### src/rtl/brg_slave_xcel_dispatch.sv
// Bridge-slave dispatcher: forwards one endpoint request at a time to the
// accelerator selected by an address field, waits for its return, then acks
// the endpoint and presents the result one cycle later. Unmapped selects and
// accelerators that stall too long are answered with dead_data_p and flagged.
//
// state | meaning
// IDLE  | waiting for an endpoint request
// ISSUE | xcel_v_o[idx] asserted, waiting for the accelerator to take it
// WAIT  | accelerator took the request, waiting for its return valid
// ACK   | in_yumi_o pulse to the endpoint
// RET   | returning_v_o pulse with the captured data
module brg_slave_xcel_dispatch #(
  parameter int data_width_p = 32,
  parameter int addr_width_p = 32,
  parameter int num_xcel_p   = 3,
  parameter int sel_lsb_p    = 10,
  parameter int timeout_p    = 255,
  parameter logic [data_width_p-1:0] dead_data_p = 'hDEAD_BEEF
) (
  input  logic                               clk_i,
  input  logic                               reset_i,
  input  logic                               in_v_i,
  input  logic [addr_width_p-1:0]            in_addr_i,
  input  logic [data_width_p-1:0]            in_data_i,
  input  logic [data_width_p/8-1:0]          in_mask_i,
  input  logic                               in_we_i,
  output logic                               in_yumi_o,
  output logic                               returning_v_o,
  output logic [data_width_p-1:0]            returning_data_o,
  output logic [num_xcel_p-1:0]              xcel_v_o,
  output logic [addr_width_p-1:0]            xcel_addr_o,
  output logic [data_width_p-1:0]            xcel_data_o,
  output logic [data_width_p/8-1:0]          xcel_mask_o,
  output logic                               xcel_we_o,
  input  logic [num_xcel_p-1:0]              xcel_yumi_i,
  input  logic [num_xcel_p-1:0]              xcel_ret_v_i,
  input  logic [num_xcel_p*data_width_p-1:0] xcel_ret_data_i,
  output logic                               busy_o,
  output logic                               err_unmapped_o,
  output logic                               err_timeout_o
);

  localparam int sel_w  = (num_xcel_p > 1) ? $clog2(num_xcel_p) : 1;
  localparam int mask_w = data_width_p / 8;
  localparam int cnt_w  = $clog2(timeout_p + 1);

  localparam logic [sel_w:0]     num_xcel_c = (sel_w + 1)'(num_xcel_p);
  localparam logic [cnt_w-1:0]   tmo_last_c = cnt_w'(timeout_p - 1);

  typedef enum logic [2:0] {IDLE, ISSUE, WAIT, ACK, RET} state_e;

  state_e state_r, state_n;

  logic [addr_width_p-1:0] addr_r;
  logic [data_width_p-1:0] data_r;
  logic [mask_w-1:0]       mask_r;
  logic                    we_r;
  logic [sel_w-1:0]        idx_r;
  logic [cnt_w-1:0]        cnt_r;
  logic [data_width_p-1:0] cap_r;
  logic [data_width_p-1:0] ret_data_r;
  logic                    err_unmapped_r;
  logic                    err_timeout_r;

  logic [sel_w-1:0]        in_idx;
  logic                    in_mapped;
  logic                    sel_yumi;
  logic                    sel_ret_v;
  logic [data_width_p-1:0] sel_ret_data;
  logic                    timed_out;

  logic                    load_req;
  logic                    cnt_clr;
  logic                    cnt_inc;
  logic                    cap_en;
  logic [data_width_p-1:0] cap_d;
  logic                    set_unmapped;
  logic                    set_timeout;

  assign in_idx    = in_addr_i[sel_lsb_p +: sel_w];
  assign in_mapped = ({1'b0, in_idx} < num_xcel_c);
  assign timed_out = (cnt_r == tmo_last_c);

  // Pick out the handshake and return data of the latched target only.
  always_comb begin
    sel_yumi     = 1'b0;
    sel_ret_v    = 1'b0;
    sel_ret_data = '0;
    for (int i = 0; i < num_xcel_p; i++) begin
      if (idx_r == sel_w'(i)) begin
        sel_yumi     = xcel_yumi_i[i];
        sel_ret_v    = xcel_ret_v_i[i];
        sel_ret_data = xcel_ret_data_i[i*data_width_p +: data_width_p];
      end
    end
  end

  // Next-state and datapath strobes; a completing return beats the timeout.
  always_comb begin
    state_n      = state_r;
    load_req     = 1'b0;
    cnt_clr      = 1'b0;
    cnt_inc      = 1'b0;
    cap_en       = 1'b0;
    cap_d        = '0;
    set_unmapped = 1'b0;
    set_timeout  = 1'b0;
    case (state_r)
      IDLE: begin
        if (in_v_i) begin
          load_req = 1'b1;
          if (in_mapped) begin
            cnt_clr = 1'b1;
            state_n = ISSUE;
          end else begin
            cap_en       = 1'b1;
            cap_d        = dead_data_p;
            set_unmapped = 1'b1;
            state_n      = ACK;
          end
        end
      end
      ISSUE: begin
        cnt_inc = 1'b1;
        if (sel_yumi && sel_ret_v) begin
          cap_en  = 1'b1;
          cap_d   = sel_ret_data;
          state_n = ACK;
        end else if (timed_out) begin
          cap_en      = 1'b1;
          cap_d       = dead_data_p;
          set_timeout = 1'b1;
          state_n     = ACK;
        end else if (sel_yumi) begin
          state_n = WAIT;
        end
      end
      WAIT: begin
        cnt_inc = 1'b1;
        if (sel_ret_v) begin
          cap_en  = 1'b1;
          cap_d   = sel_ret_data;
          state_n = ACK;
        end else if (timed_out) begin
          cap_en      = 1'b1;
          cap_d       = dead_data_p;
          set_timeout = 1'b1;
          state_n     = ACK;
        end
      end
      ACK:     state_n = RET;
      RET:     state_n = IDLE;
      default: state_n = IDLE;
    endcase
  end

  // State register.
  always_ff @(posedge clk_i or posedge reset_i) begin
    if (reset_i) state_r <= IDLE;
    else         state_r <= state_n;
  end

  // Request fields are latched once on acceptance and drive the shared xcel bus.
  always_ff @(posedge clk_i or posedge reset_i) begin
    if (reset_i) begin
      addr_r <= '0;
      data_r <= '0;
      mask_r <= '0;
      we_r   <= 1'b0;
      idx_r  <= '0;
    end else if (load_req) begin
      addr_r <= in_addr_i;
      data_r <= in_data_i;
      mask_r <= in_mask_i;
      we_r   <= in_we_i;
      idx_r  <= in_idx;
    end
  end

  // Cycles spent in ISSUE+WAIT for the current request.
  always_ff @(posedge clk_i or posedge reset_i) begin
    if (reset_i)      cnt_r <= '0;
    else if (cnt_clr) cnt_r <= '0;
    else if (cnt_inc) cnt_r <= cnt_r + cnt_w'(1);
  end

  // Capture the response, then copy it to the endpoint as RET begins so the
  // returned value stays stable between responses.
  always_ff @(posedge clk_i or posedge reset_i) begin
    if (reset_i) begin
      cap_r      <= '0;
      ret_data_r <= '0;
    end else begin
      if (cap_en)           cap_r      <= cap_d;
      if (state_r == ACK)   ret_data_r <= cap_r;
    end
  end

  // Sticky error flags, cleared only by reset.
  always_ff @(posedge clk_i or posedge reset_i) begin
    if (reset_i) begin
      err_unmapped_r <= 1'b0;
      err_timeout_r  <= 1'b0;
    end else begin
      if (set_unmapped) err_unmapped_r <= 1'b1;
      if (set_timeout)  err_timeout_r  <= 1'b1;
    end
  end

  // Per-xcel valid is a one-hot decode of the latched index, only in ISSUE.
  always_comb begin
    xcel_v_o = '0;
    for (int i = 0; i < num_xcel_p; i++) begin
      xcel_v_o[i] = (state_r == ISSUE) && (idx_r == sel_w'(i));
    end
  end

  assign xcel_addr_o      = addr_r;
  assign xcel_data_o      = data_r;
  assign xcel_mask_o      = mask_r;
  assign xcel_we_o        = we_r;
  assign in_yumi_o        = (state_r == ACK);
  assign returning_v_o    = (state_r == RET);
  assign returning_data_o = ret_data_r;
  assign busy_o           = (state_r != IDLE);
  assign err_unmapped_o   = err_unmapped_r;
  assign err_timeout_o    = err_timeout_r;

endmodule

### config.mk
export PLATFORM = sky130hd
export DESIGN_NAME = brg_slave_xcel_dispatch
export DESIGN_NICKNAME = d
export VERILOG_FILES = /design/src/rtl/brg_slave_xcel_dispatch.sv
export SDC_FILE = /design/constraint.sdc
export NUM_CORES = 1
export LEC_CHECK = 0
export BUFFER_PORTS_ARGS = -buffer_cell sky130_fd_sc_hd__clkbuf_2
export CAP_MARGIN = 20
export CORE_AREA = 2 2 116 118
export DETAILED_ROUTE_END_ITERATION = 8
export DIE_AREA = 0 0 118 120
export PLACE_DENSITY = 0.83
export SLEW_MARGIN = 20
export SYNTH_ARGS = -nofsm -noshare
export SYNTH_HDL_FRONTEND = slang
export SYNTH_SLANG_ARGS = --single-unit
export TNS_END_PERCENT = 100
### constraint.sdc
create_clock -name clk_i -period 13.7 [get_ports clk_i]
set_clock_uncertainty 0.2 [all_clocks]
set_input_delay 2.74 -clock clk_i [delete_from_list [all_inputs] [get_ports clk_i]]
set_output_delay 2.74 -clock clk_i [all_outputs]
set_load 0.1 [all_outputs]
Word level (Yosys, flattened, before mapping). Index checks and enable logic that the tools add are counted.

Logic and storage cells: 74. Register bits after elaboration: 148. Output and inout port bits: 109.

Add/subtract/negate cells: 1. Multiplexer cells: 41. Reduce and logical (&&, ||, !) cells: 10. $lt $le $gt $ge: 1. Equality and inequality tests: 10.

Operator list (count): 32-bit 2-to-1 mux (8); 32-bit case mux with 3 select lines (1); 1-bit 2-to-1 mux (20); 3-bit 2-to-1 mux (6); 8-bit 2-to-1 mux (2); 3-bit case mux with 4 select lines (1); 8-bit by 1-bit adder with 8-bit output (second input constant) (1); 8-bit equality test (second input constant) (1); 3-bit by 2-bit equality test with 1-bit output (second input constant) (2); 1-bit logical AND (4); 4-bit != test (second input constant) (1); 3-bit by 1-bit equality test with 1-bit output (second input constant) (1); 3-bit equality test (second input constant) (1); 3-bit zero test (1); 3-bit != test (second input constant) (1); 1-bit case mux with 3 select lines (1); 3-bit AND reduction (1); 3-bit nonzero test (1); 2-bit by 1-bit equality test with 1-bit output (second input constant) (1); 2-bit equality test (second input constant) (1); 2-bit zero test (1); 2-bit less-than comparator (second input constant) (1); 2-bit 2-to-1 mux (1); 2-bit != test (second input constant) (1); other kinds (3) (3).

Longest topological paths before layout. Gate-level depths: netlist of run 1.

Word-level depth: 8. Mapped depth: 7. Mapped depth without buffers: 6.

Worst setup path before layout of run 1. Ideal clock, no wire load.

Path kind: reg-to-output. Start: reg xcel_addr_o[10] (netlist name). End: out xcel_v_o[1]. Stages on the path, launching flop included: 4. Data required time: 10.760 ns. Path slack: 7.090 ns. Buffers on the path: 2. Data arrival time: 3.670 ns. Cell sequence: dfrtp_1 buf_6 buf_2 nor3b_1.

RTL lines: to (decl) (RTL line 30) `output logic [num_xcel_p-1:0] xcel_v_o,`.

Worst setup path after layout of run 1.
Start: reg state_r[0]. End: out in_yumi_o.

Word-level cells in the longest chain between the ends: 1.

RTL lines: from (decl) (RTL line 52) `state_e state_r, state_n;`; from (signal assigned) (RTL line 160) `else state_r <= state_n;`; 3-bit by 2-bit equality test with 1-bit output (RTL line 222) `assign in_yumi_o = (state_r == ACK);`; to (decl) (RTL line 27) `output logic in_yumi_o,`.

No other way between the ends.

==> results.toml, run 1 <==
[routing]
ant_nets = 0
drt_iter0_drc = 338
routed-via-count = 5316
route.detailed.drc = 0
avgViaCountPerCell = 5.42
routedWlPerCell_um = 18.0
first_pass_iters = 4
wl_um = 17600

[placed_design]
numPortBuffers = 282
gp_congestion = 0.800
place_hpwl_um = 12900

[final_layout]
finish.net_count = 968
fillers = 944
syn_to_final_growth_pct = 33.2
drive_gt1_share_pct = 54.0
num_antenna_cells = 0

[floorplan]
row_count = 42
fp.dieH_um = 120
start_util_pct = 50.6
die_x_um = 118
die_area_sq_um = 14200
core-area_sq_um = 13000
boundaryPins = 283

[yosys]
synth_cell_types = 43
yosysMostFrequentCell = "dfrtp_1"
synth_area_leaders = "dfrtp_1 56%, mux2_2 17%, mux2i_1 6.2%"
syn_avg_cell_area_sq_um = 12.6
synth-warning-count = 0
ys.flop_type = "dfrtp_1"
synth-edff-count = 0
async_reset_ff_share_pct = 100
syn-instance-count = 520
synth_largest_area_cell = "dfrtp_1"
ys_seq_elements = 146
synth_common_cells = "146 x dfrtp_1, 101 x mux2_2, 59 x a21oi_1"
synth_top_area_share_pct = 55.6
syn_area_sq_um = 6570
syn_nets = 696
ys_seq_area_share_pct = 55.6

[clock_network]
clk_latency_ps = 420
postCtsSetupBuffers = 0
clkTransAtPathRegs_ps = 60
cts_tree = "done"
cts_buffers = 17
htreeDepth = 4
cts_hold_buffers = 0
clock_path_buffers = 2
clock_tree.root_cell = "clkbuf_16"
cts_sinks = 146
ctsResizeCount = 0

[timing]
timing.fmax_mhz = 196
slew_headroom_pct = 45.1
slew_violations = 0
hold_viol_final = 0
grt_setup_unrepaired = "no"
finalSetupViolCount = 0
finalCriticalPeriod_ps = 5100
period_share_pct = 37.2
tightest_slew_ps = 823
fin_tns_setup_ps = 0

[setup_path]
cp_top_family = "buffers and inverters"
setup.worst_path.start_class = "flip-flop"
critPathSlowestCell = "dfrtp_1"
cp_max_fo = 33
slowest_delay_ps = 590
arrival_ps = 2160
path_cells = "and3b_1 -> buf_4 -> clkbuf_2"
crit_required_ps = 10760
critPathKind = "reg2out"
path_buf_inv = 2
worst_setup_path_end_kind = "output pin"

[global_routing]
grt_pass1_wl_um = 27700
antenna_found_initial = 0
grt_max_degree = 97
grt_util_all_layers_pct = 25.3
grt_overflow = 0
grt_pass1_vias = 5558

[outcome]
status = "finished, final reports clean"

[flow_run]
maxCapViolations = 0

[min_path]
hp-class = "reg2reg"
==> layout by cell type, fill, tap and decap left out, types with 6 or more instances in the layout <==
| cell | n |
|---|---|
| bufinv_16 | 6 |
| clkbuf_2 | 282 |
| nor2_1 | 41 |
| buf_4 | 7 |
| clkbuf_16 | 17 |
| dfrtp_1 | 145 |
| mux2i_1 | 41 |
| mux2_2 | 101 |
| nand2_1 | 12 |
| a211oi_1 | 24 |
| a21oi_1 | 59 |
==> cell families after synthesis <==
kind of cell	synth area share, %
XOR/XNOR	0.934
multiplexers	24.0
flip-flops	55.6
AND/OR/NAND/NOR	5.87
AO/OA/AOI/OAI	9.96
adder cells (fa/ha/maj)	0.381
buffers and inverters	3.24
==> state kept, by name, indices dropped and copies added (netlist names) <==
signal,count
err_timeout_o,1
xcel_addr_o,32
cap_r,32
state_r,3
xcel_we_o,1
err_unmapped_o,1
xcel_mask_o,4
cnt_r,8
xcel_data_o,32
returning_data_o,32
==> area by class of cell <==
cell class	instances	area, sq um	share of cell area (%)
Clock buffer	19	443	5.06
Clock inverter	13	231	2.65
Inverter	3	16.3	0.186
Multi-Input combinational cell	335	2720	31.1
Sequential cell	146	3650	41.8
Tap cell	176	220	2.52
Timing Repair Buffer	289	1460	16.7
==> per-stage QoR <==
step	instances	area, sq um	utilization [%]	worst slack [ps]	hold WS, ps
3_3_place_gp	949	8070	62.1	9040	254
4_1_cts	981	8740	67.3	8590	271
6_report	981	8750	67.4	8600	263
2_1_floorplan	520	6570	-	6840	279
3_5_place_dp	949	8070	62.1	8920	255
5_1_grt	981	8750	67.4	8500	281
==> worst reg2reg max path: stages, from the launching register on <==
cell and delay, ps:
dfrtp_2 380, buf_4 540, mux2i_2 180, o2bb2ai_4 280
a31oi_1 160, nor2_2 620, buf_4 360, a21oi_1 110
==> layer usage <==
layer	part of all wire, %	up-vias	track usage [%]
met4	3.5	0	13.2
met1	36	2609	26.6
met5	0	-	0
li1	-	2422	-
met3	8.1	40	8.46
met2	52	245	44.9
==> path summary, 6_finish.rpt <==
kind                                               end                        start  depth (start not counted)  slack [ps]
max                                          in_yumi_o       state_r[0]$_DFFE_PP0P_                          3        8600
min                         err_unmapped_o$_DFFE_PP0P_   err_unmapped_o$_DFFE_PP0P_                          1         260
max reg2reg                      cap_r[11]$_DFFE_PP0P_  xcel_addr_o[10]$_DFFE_PP0P_                          7       10750
min reg2reg                 err_unmapped_o$_DFFE_PP0P_   err_unmapped_o$_DFFE_PP0P_                          1         260
max in group asynchronous  xcel_addr_o[10]$_DFFE_PP0P_                      reset_i                          3        9780
min in group asynchronous  xcel_addr_o[18]$_DFFE_PP0P_                      reset_i                          2        2290
Power of run 1 is not shown: default switching activity piles up to over one toggle a cycle in this logic, so the estimate is an artifact.
==> inputs of run 2 (changes only) <==
Settings changed: ABC_AREA set to 1, CORE_AREA 2 2 116 118 to 2 2 132 134, DIE_AREA 0 0 118 120 to 0 0 134 136, PLACE_DENSITY 0.83 to 0.74.
Clock period 13.7 ns to 4.5 ns, I/O delays scaled along.
==> results.toml, run 2 <==
[routing]
first_pass_iters = 5
wl_um = 19600
routed-via-count = 6696
avgViaCountPerCell = 4.87
ant_nets = 0
route.detailed.drc = 0
routedWlPerCell_um = 14.3
drt_iter0_drc = 385

[yosys]
synth-warning-count = 0
yosysMostFrequentCell = "nand2_1"
synth_cell_types = 30
syn_area_sq_um = 7420
synth_area_leaders = "dfrtp_1 49%, nand2_1 15%, nand3_1 10%"
synth_largest_area_cell = "dfrtp_1"
synth_common_cells = "299 x nand2_1, 153 x nand3_1, 146 x dfrtp_1"
ys.flop_type = "dfrtp_1"
async_reset_ff_share_pct = 100
syn_avg_cell_area_sq_um = 8.48
syn_nets = 1051
syn-instance-count = 875
synth-edff-count = 0
ys_seq_area_share_pct = 49.3
synth_top_area_share_pct = 49.3
ys_seq_elements = 146

[clock_network]
postCtsSetupBuffers = 0
clock_path_buffers = 2
cts_tree = "done"
clkTransAtPathRegs_ps = 60
cts_hold_buffers = 0
ctsResizeCount = 0
cts_sinks = 146
htreeDepth = 4
clk_latency_ps = 420
clock_tree.root_cell = "clkbuf_16"
cts_buffers = 17

[final_layout]
syn_to_final_growth_pct = 27.5
num_antenna_cells = 0
mostFrequentLayoutCells = "299 x nand2_1, 282 x clkbuf_2, 153 x nand3_1"
final_common_cell = "nand2_1"
fin_cells = 1375
finish.net_count = 1313
fillers = 1548
drive_gt1_share_pct = 36.5

[placed_design]
place_inst = 1343
place_hpwl_um = 14500
gp_congestion = 0.877
numPortBuffers = 282

[flow_run]
maxCapViolations = 0

[timing]
fin_tns_setup_ps = 0
finalCriticalPeriod_ps = 3210
slew_headroom_pct = 36.8
period_share_pct = 71.2
timing.fmax_mhz = 312
hold_viol_final = 0
grt_setup_unrepaired = "no"
finalSetupViolCount = 0
tightest_slew_ps = 946
slew_violations = 0

[setup_path]
path_buf_inv = 2
crit_required_ps = 3400
arrival_ps = 2110
slowest_delay_ps = 530
cp_max_fo = 34
cp_top_family = "simple AND/OR/NAND/NOR gates"
setup.worst_path.start_class = "flip-flop"
path_cells = "nor2_8 -> inv_1 -> nor2_1 -> clkbuf_2"
critPathKind = "reg2out"
critPathSlowestCell = "dfrtp_1"
worst_setup_path_end_kind = "output pin"

[global_routing]
antenna_found_initial = 0
grt_pass1_wl_um = 31000
grt_max_degree = 45
grt_util_all_layers_pct = 21.5
grt_pass1_vias = 6245
grt_overflow = 0

[floorplan]
die_area_sq_um = 18200
start_util_pct = 43.9
row_count = 48
fp.dieH_um = 136
boundaryPins = 283
core-area_sq_um = 16900
die_x_um = 134

[outcome]
status = "finished, final reports clean"

[min_path]
hp-class = "reg2reg"
-- run 2: routing by layer --
layer  track usage, %  part of all wire, %
met5                0                    0
met4             7.03                  2.1
met3             4.14                  6.0
met2             35.2                   48
met1             28.8                   44
-- run 2: per-stage QoR --
| step | area, sq um | setup slack [ps] | hold slack (ps) | utilization [%] |
|---|---|---|---|---|
| after global routing | 9450 | 1120 | 290 | 56.0 |
| after floorplan | 7420 | 32.6 | 250 | - |
| final | 9450 | 1290 | 268 | 56.0 |
| after CTS | 9450 | 1230 | 274 | 56.0 |
| after detailed placement | 8890 | 1620 | 258 | 52.7 |
| after global placement | 8890 | 1670 | 251 | 52.7 |
-- run 2: final timing paths --
| check | startpoint | end | slack, ps | cells past startpoint |
|---|---|---|---|---|
| max | xcel_addr_o[11]$_DFFE_PP0P_ | xcel_v_o[0] | 1290 | 4 |
| min | returning_data_o[19]$_DFFE_PP0P_ | returning_data_o[19]$_DFFE_PP0P_ | 270 | 2 |
| max reg2reg | xcel_addr_o[11]$_DFFE_PP0P_ | cap_r[29]$_DFFE_PP0P_ | 1660 | 9 |
| min reg2reg | returning_data_o[19]$_DFFE_PP0P_ | returning_data_o[19]$_DFFE_PP0P_ | 270 | 2 |
| max in group asynchronous | reset_i | cap_r[2]$_DFFE_PP0P_ | 2790 | 3 |
| min in group asynchronous | reset_i | xcel_addr_o[3]$_DFFE_PP0P_ | 400 | 2 |
-- run 2: kinds of logic (layout without fill, tap and decap cells) --
group                      after synthesis  after routing  synth area share, %
AOI/OAI and AO/OA                       17             17                 1.15
buffers and inverters                  133            408                 8.44
and+or+nand+nor                        510            510                 30.6
adders and majority gates                2              2                0.337
muxes                                   67             67                 10.2
DFF                                    146            146                 49.3
-- run 2: worst min-delay path: stages, from the launching register on --
cell and delay (ps):
dfrtp_1 340, nand2_1 50, nand2_1 40
-- run 2: area by class of cell --
cell class / count / area [sq um] / area share (%)
clock buffer: 18 / 439 / 4.65
clock inverter: 14 / 119 / 1.26
inverter: 87 / 333 / 3.52
multi-input combinational: 596 / 3140 / 33.2
sequential: 146 / 3650 / 38.7
tap: 225 / 282 / 2.98
timing repair buffer: 289 / 1490 / 15.8
Power of run 2 is left out for the same reason.
==> inputs of run 3 (changes only) <==
Clock period 4.5 ns to 2.8 ns, I/O delays scaled along.
==> results.toml, run 3 (synthesis results as in run 2) <==
[timing]
tightest_slew_ps = 785
grt_setup_unrepaired = "no"
finalCriticalPeriod_ps = 2680
hold_viol_final = 0
timing.fmax_mhz = 373
slew_headroom_pct = 47.6
slew_violations = 0
period_share_pct = 95.8
fin_tns_setup_ps = 0
finalSetupViolCount = 0
setup_ws_ps = 117

[routing]
avgViaCountPerCell = 4.87
drt_iter0_drc = 513
wl_um = 20100
route.detailed.drc = 0
ant_nets = 0
routedWlPerCell_um = 14.5
first_pass_iters = 6
routed-via-count = 6727

[placed_design]
dpl_worst_slack_ps = 419
place_hpwl_um = 14800
numPortBuffers = 282
gp_congestion = 0.902

[global_routing]
grt_overflow = 0
antenna_found_initial = 0
grt_util_all_layers_pct = 22.1
grt_pass1_wl_um = 32000
grt_max_degree = 68
grt_pass1_vias = 6376

[final_layout]
mostFrequentLayoutCells = "299 x nand2_1, 278 x clkbuf_2, 153 x nand3_1"
finish.net_count = 1320
multi_input_area_sq_um = 3170
num_antenna_cells = 0
register_area_sq_um = 3650
fillers = 1514
syn_to_final_growth_pct = 29.9
drive_gt1_share_pct = 37.3
final_common_cell = "nand2_1"

[setup_path]
worst_setup_path_end_kind = "output pin"
setup.worst_path.start_class = "flip-flop"
cp_max_fo = 10
critPathKind = "reg2out"
arrival_ps = 1920
path_cells = "nand2_1 -> nor2_4 -> clkbuf_4"
slowest_delay_ps = 650
critPathSlowestCell = "dfrtp_1"
crit_required_ps = 2040

[clock_network]
clock_tree.root_cell = "clkbuf_16"
clkTransAtPathRegs_ps = 70
cts_buffers = 17
postCtsSetupBuffers = 0
cts_sinks = 146
cts_tree = "done"
clk_latency_ps = 430
htreeDepth = 4
clock_path_buffers = 2

[floorplan]
die_area_sq_um = 18200
boundaryPins = 283
start_util_pct = 43.9
row_count = 48
core-area_sq_um = 16900
die_x_um = 134
fp.dieH_um = 136

[min_path]
hp-class = "in2reg"

[flow_run]
maxCapViolations = 0

[outcome]
status = "finished, final reports clean"
-- run 3: worst paths after layout --
| kind | slack [ps] | startpoint | to | cells after the start |
|---|---|---|---|---|
| min in group asynchronous | 550 | reset_i | xcel_addr_o[2]$_DFFE_PP0P_ | 3 |
| setup reg to reg | 420 | xcel_addr_o[11]$_DFFE_PP0P_ | cap_r[24]$_DFFE_PP0P_ | 9 |
| hold reg to reg | 270 | err_timeout_o$_DFFE_PP0P_ | err_timeout_o$_DFFE_PP0P_ | 2 |
| max in group asynchronous | 1150 | reset_i | err_unmapped_o$_DFFE_PP0P_ | 4 |
| hold / removal | 160 | in_data_i[30] | xcel_data_o[30]$_DFFE_PP0P_ | 2 |
| setup / recovery | 120 | xcel_addr_o[11]$_DFFE_PP0P_ | xcel_v_o[2] | 3 |
-- run 3: layout make-up --
cell class | instances | area share [%]
flip-flops and latches | 146 | 37.9
multi-input cells | 596 | 32.9
repair buffers | 296 | 16.7
clock buffers | 17 | 4.42
inverters | 87 | 3.46
well taps | 225 | 2.92
clock inverters | 15 | 1.68
-- run 3: worst max-delay path: cells and delay by family, from the launching register on --
kind / cells / cell delay (ps)
buffers and inverters: 1 / 330
and+or+nand+nor: 2 / 510
DFF: 1 / 650
-- run 3: routing by layer --
layer  up-vias  global-route usage [%]  part of all wire [%]
met5         -                       0                     0
met4         0                    8.39                   1.9
met3        33                    2.98                   6.1
met2       259                    36.2                    48
met1      3102                    29.9                    44
li1       3333                       -                     -
-- run 3: what timing repair did --
| action | 4_1_cts | 5_1_grt |
|---|---|---|
| gates cloned | 0 | 0 |
| endpoints found under the hold margin | 4 | 0 |
| hold buffers | 1 | 0 |
| pin swaps | 0 | 0 |
| setup endpoints to repair | 1 | 1 |
| resized for setup | 1 | 1 |
-- run 3: per-stage QoR --
step | hold slack [ps] | cell area (sq um) | util, % | instances
floorplan | 250 | 7450 | - | 875
global placement | 250 | 9030 | 53.5 | 1349
detailed placement | 251 | 9030 | 53.5 | 1349
CTS | 148 | 9630 | 57.1 | 1382
global route | 153 | 9630 | 57.1 | 1382
finish | 161 | 9630 | 57.1 | 1382
Power of run 3 is left out for the same reason.
